## config.mk

```make
export PLATFORM = sky130hd
export DESIGN_NAME = tdm_demux_1_8
export DESIGN_NICKNAME = d
export VERILOG_FILES = /design/src/rtl/tdm_demux_1_8.sv
export SDC_FILE = /design/constraint.sdc
export NUM_CORES = 1
export LEC_CHECK = 0
export CAP_MARGIN = 20
export CORE_MARGIN = 1
export CORE_UTILIZATION = 35
export CTS_CLUSTER_DIAMETER = 200
export DETAILED_ROUTE_END_ITERATION = 6
export PLACE_DENSITY = 0.56
export SKIP_LAST_GASP = 1
export SLEW_MARGIN = 5
export SYNTH_ARGS = -nofsm -noshare
export SYNTH_HDL_FRONTEND = slang
export SYNTH_SLANG_ARGS = --single-unit
```

## constraint.sdc

```tcl
create_clock -name clk -period 3.4 [get_ports clk]
set_input_delay 0.34 -clock clk [delete_from_list [all_inputs] [get_ports clk]]
set_output_delay 0.34 -clock clk [all_outputs]
set_load 0.02 [all_outputs]
```

## src/rtl/tdm_demux_1_8.sv

```systemverilog
// tdm_demux_1_8
// Registered 1:8 time-division demultiplexer. It takes the serial slot
// stream of an 8:1 select mux (select stepped 0..7) and rebuilds the eight
// parallel channels. Frame alignment comes from a sync marker on slot 0.
//
// Ports
//   clk        : single rising-edge clock
//   rst_n      : asynchronous active-low reset
//   din        : serial slot data, WIDTH bits
//   din_valid  : din carries a slot beat this cycle
//   frame_sync : this beat is slot 0 (ignored when din_valid=0)
//   dout       : recovered frame, slot n at dout[n*WIDTH +: WIDTH]
//   dout_valid : one-cycle pulse when dout is updated
//   sel        : slot index expected for the next beat
//   locked     : frame alignment held
//   sync_err   : one-cycle pulse on an alignment violation
//   frame_cnt  : completed frames, saturating at 16'hFFFF
module tdm_demux_1_8 #(
  parameter int WIDTH            = 1,
  parameter bit SYNC_EVERY_FRAME = 1'b0
) (
  input  logic                 clk,
  input  logic                 rst_n,
  input  logic [WIDTH-1:0]     din,
  input  logic                 din_valid,
  input  logic                 frame_sync,
  output logic [8*WIDTH-1:0]   dout,
  output logic                 dout_valid,
  output logic [2:0]           sel,
  output logic                 locked,
  output logic                 sync_err,
  output logic [15:0]          frame_cnt
);

  localparam logic [0:0] ST_HUNT   = 1'b0;
  localparam logic [0:0] ST_LOCKED = 1'b1;

  logic [0:0]              state_q, state_d;
  logic [2:0]              sel_q, sel_d;
  logic [6:0][WIDTH-1:0]   shadow_q, shadow_d;
  logic [8*WIDTH-1:0]      dout_q, dout_d;
  logic                    dout_valid_q, dout_valid_d;
  logic                    sync_err_q, sync_err_d;
  logic [15:0]             frame_cnt_q, frame_cnt_d;

  // Next-state logic. Nothing moves unless a beat is present; the slot
  // counter doubles as the write pointer into the shadow register, and
  // slot 7 is never stored because it goes straight into dout with the
  // other seven slots.
  always_comb begin
    state_d      = state_q;
    sel_d        = sel_q;
    shadow_d     = shadow_q;
    dout_d       = dout_q;
    dout_valid_d = 1'b0;
    sync_err_d   = 1'b0;
    frame_cnt_d  = frame_cnt_q;

    if (din_valid) begin
      if (state_q == ST_HUNT) begin
        if (frame_sync) begin
          shadow_d[0] = din;
          sel_d       = 3'd1;
          state_d     = ST_LOCKED;
        end
      end else if (frame_sync) begin
        // A sync marker always realigns; off slot 0 it abandons the
        // partial frame and is flagged.
        if (sel_q != 3'd0) begin
          sync_err_d = 1'b1;
        end
        shadow_d[0] = din;
        sel_d       = 3'd1;
      end else if (sel_q == 3'd0 && SYNC_EVERY_FRAME) begin
        sync_err_d = 1'b1;
        state_d    = ST_HUNT;
        sel_d      = 3'd0;
      end else if (sel_q == 3'd7) begin
        dout_d       = {din, shadow_q};
        dout_valid_d = 1'b1;
        sel_d        = 3'd0;
        if (frame_cnt_q != 16'hFFFF) begin
          frame_cnt_d = frame_cnt_q + 16'd1;
        end
      end else begin
        for (int i = 0; i < 7; i++) begin
          if (sel_q == 3'(i)) begin
            shadow_d[i] = din;
          end
        end
        sel_d = sel_q + 3'd1;
      end
    end
  end

  always_ff @(posedge clk or negedge rst_n) begin
    if (!rst_n) begin
      state_q      <= ST_HUNT;
      sel_q        <= '0;
      shadow_q     <= '0;
      dout_q       <= '0;
      dout_valid_q <= 1'b0;
      sync_err_q   <= 1'b0;
      frame_cnt_q  <= '0;
    end else begin
      state_q      <= state_d;
      sel_q        <= sel_d;
      shadow_q     <= shadow_d;
      dout_q       <= dout_d;
      dout_valid_q <= dout_valid_d;
      sync_err_q   <= sync_err_d;
      frame_cnt_q  <= frame_cnt_d;
    end
  end

  assign dout       = dout_q;
  assign dout_valid = dout_valid_q;
  assign sel        = sel_q;
  assign locked     = (state_q == ST_LOCKED);
  assign sync_err   = sync_err_q;
  assign frame_cnt  = frame_cnt_q;

endmodule

```

==> impl_metrics.py <==
metrics = {
    "timing": {
        "hold_viol": 0,
        "skew_ns": 0.00531,
        "tns_ns": 0,
        "tightest_slew_ns": 0.553,
        "rsz0062_at_grt": "no",
        "setup_viol": 0,
        "final_max_slew_viol_count": 0,
        "final.min_clock_period_ns": 2.39,
        "slew_headroom_pct": 62.9,
        "period_share_pct": 70.4,
        "fmax_mhz": 418,
    },
    "final_layout": {
        "regArea_sq_um": 926,
        "multi_input_area_sq_um": 782,
        "n_antenna_cell": 0,
        "num-fill-cells": 478,
        "fin_cells": 267,
        "syn2layout_area_growth_pct": 29.9,
        "drive_above_1_share_pct": 12.0,
        "nNetsFinal": 211,
    },
    "global_routing": {
        "grt_pass1_wl_microns": 5980,
        "grt_max_degree": 38,
        "grt_overflow": 0,
        "grt_util_all_layers_pct": 15.0,
        "grt_pass1_vias": 1278,
        "antenna_found_initial": 0,
    },
    "clock_tree": {
        "cts-hold-fix-buffers": 0,
        "htreeDepth": 2,
        "clk_pin_slew_ns": 0.08,
        "clockRootBuffer": "clkbuf_8",
        "clockBufferDepth": 2,
        "cts_resized": 0,
        "cts_setup_buffers": 0,
        "cts_sinks": 37,
        "numCtsBuffers": 5,
        "cts_tree": "built",
        "clock_latency_ns": 0.29,
    },
    "min_path": {
        "holdCritPathClass": "reg2reg",
        "holdPathStages": 2,
    },
    "synthesis": {
        "synthCells": 161,
        "synth-async-reset-ratio_pct": 100,
        "yosys-top-cells-count": "37 x dfrtp_1, 35 x nand2_1, 10 x xor2_1",
        "ys.flop_type": "dfrtp_1",
        "synth-seq-cells": 37,
        "avgSynthCellArea_sq_um": 10.9,
        "syn_area_sq_um": 1760,
        "yosysSeqAreaShare_pct": 52.6,
        "ys_warn_count": 0,
        "syn-num-nets": 173,
        "synth_top_area_share_pct": 52.6,
        "synth_top_area_cell": "dfrtp_1",
        "yosysMostFrequentCell": "dfrtp_1",
        "netlist-cell-type-count": 33,
        "synth_edf_count": 0,
        "ys_top_cells_by_area": "dfrtp_1 53%, nand2_1 7.5%, ha_1 5.0%, xor2_1 5.0%, mux2_2 4.5%",
    },
    "worst_setup_path": {
        "end_kind": "register",
        "cp.required_ns": 3.58,
        "reg2regPathDepth": 7,
        "crit_fanout": 12,
        "cp.arrival_ns": 2.57,
        "worstSetupStartpointType": "register",
        "crit_type": "reg2reg",
    },
    "placed_design": {
        "gp_congestion": 0.781,
        "placedCellCount": 259,
        "numPortBuffers": 34,
        "post-dp-hpwl_microns": 2560,
    },
    "power": {
        "p_leak_nw": 1.10,
        "power.total_mw": 1.19,
        "powerDensity_nw_per_um2": 519,
        "ir_drop_v": 0.000310,
    },
    "drt": {
        "drt_iter0_markers": 41,
        "post_drt_wl_per_cell_microns": 13.4,
        "drc_errors": 0,
        "ant_nets": 0,
        "vias_per_cell": 4.82,
        "wl_microns": 3570,
        "vias": 1288,
        "drt-pass1-iter-count": 4,
    },
    "run": {
        "maxCapViolations": 0,
    },
    "die": {
        "dieArea_sq_um": 5320,
        "dieWidth_microns": 72.9,
        "io_pins": 35,
        "core_area_sq_um": 4790,
        "rows": 25,
        "initial_core_util_pct": 36.8,
        "die_h_microns": 72.9,
    },
    "run_status": {
        "outcome": "finished clean",
    },
}
[critical path: stages (launching register included)]
cell      delay (ns)
dfrtp_1         0.47
ha_1            0.21
ha_1            0.28
nand4b_4        0.24
inv_1           0.35
nand3_1         0.25
or2_2           0.36
xnor2_1         0.12
[where the power goes]
part | internal [mW] | leakage (nW) | switching (mW) | total [mW]
clock network | 0.239 | 0.0574 | 0.159 | 0.397
registers | 0.505 | 0.479 | 0.0527 | 0.558
logic | 0.118 | 0.566 | 0.114 | 0.232
[layout by cell type, fill, tap and decap left out, drive strengths merged, types with 2 or more instances in the layout]
cell type / count
dfrtp: 37
nand2: 35
clkdlybuf4s50: 34
xor2: 10
nand3: 9
nor3: 9
mux2: 8
inv: 7
ha: 7
clkbuf: 6
nor4: 5
xnor2: 4
nor2: 4
nand4: 4
o21ai: 3
o22a: 2
o21a: 2
and4: 2
[metrics by stage]
stage | utilization [%] | worst slack, ns | hold WS, ns | area, sq um
2_1_floorplan | - | 1.45 | 0.0444 | 1760
3_3_place_gp | 45.3 | 0.990 | 0.470 | 2170
3_5_place_dp | 45.3 | 0.916 | 0.463 | 2170
4_1_cts | 47.8 | 1.01 | 0.482 | 2290
5_1_grt | 47.8 | 0.762 | 0.502 | 2290
6_report | 47.8 | 1.01 | 0.474 | 2290
[path summary, 6_finish.rpt]
kind / startpoint / to / slack (ns)
setup reg to reg: sel[0] / frame_cnt[12] / 1.01
max in group asynchronous: rst_n / shadow_q[4] / 2.59
hold reg to reg: shadow_q[4] / dout[4] / 0.47
hold / removal: shadow_q[4] / dout[4] / 0.47
setup / recovery: sel[0] / frame_cnt[12] / 1.01
min in group asynchronous: rst_n / frame_cnt[10] / 0.48
[flip-flops by register name, summed over array words and instances, names as in the netlist]
name / cells
dout: 8
dout_valid: 1
frame_cnt: 16
locked: 1
sel: 3
shadow_q: 7
sync_err: 1
[kinds of logic after synthesis]
kind of cell / after synthesis / share of synthesized area (%)
simple gates: 74 / 23.4
flops: 37 / 52.6
xor+xnor: 14 / 6.96
buf+inv: 11 / 2.99
compound gates: 10 / 3.77
mux: 8 / 5.33
fa+ha+maj: 7 / 4.97
[area by class of cell]
cell class | instances | area share (%)
sequential | 37 | 40.5
multi-input combinational | 113 | 34.2
timing repair buffer | 35 | 15.2
tap | 67 | 3.67
clock buffer | 6 | 3.61
clock inverter | 2 | 1.64
inverter | 7 | 1.15
[metal layers]
layer	vias to the layer above	GRT usage, %	wire length [microns]
met5	-	0	0
met4	0	5.66	57
met3	7	4.28	159
met2	31	25.5	1740
met1	621	18.0	1610
li1	629	-	-
No activity file was read; power rests on OpenSTA's default activity.
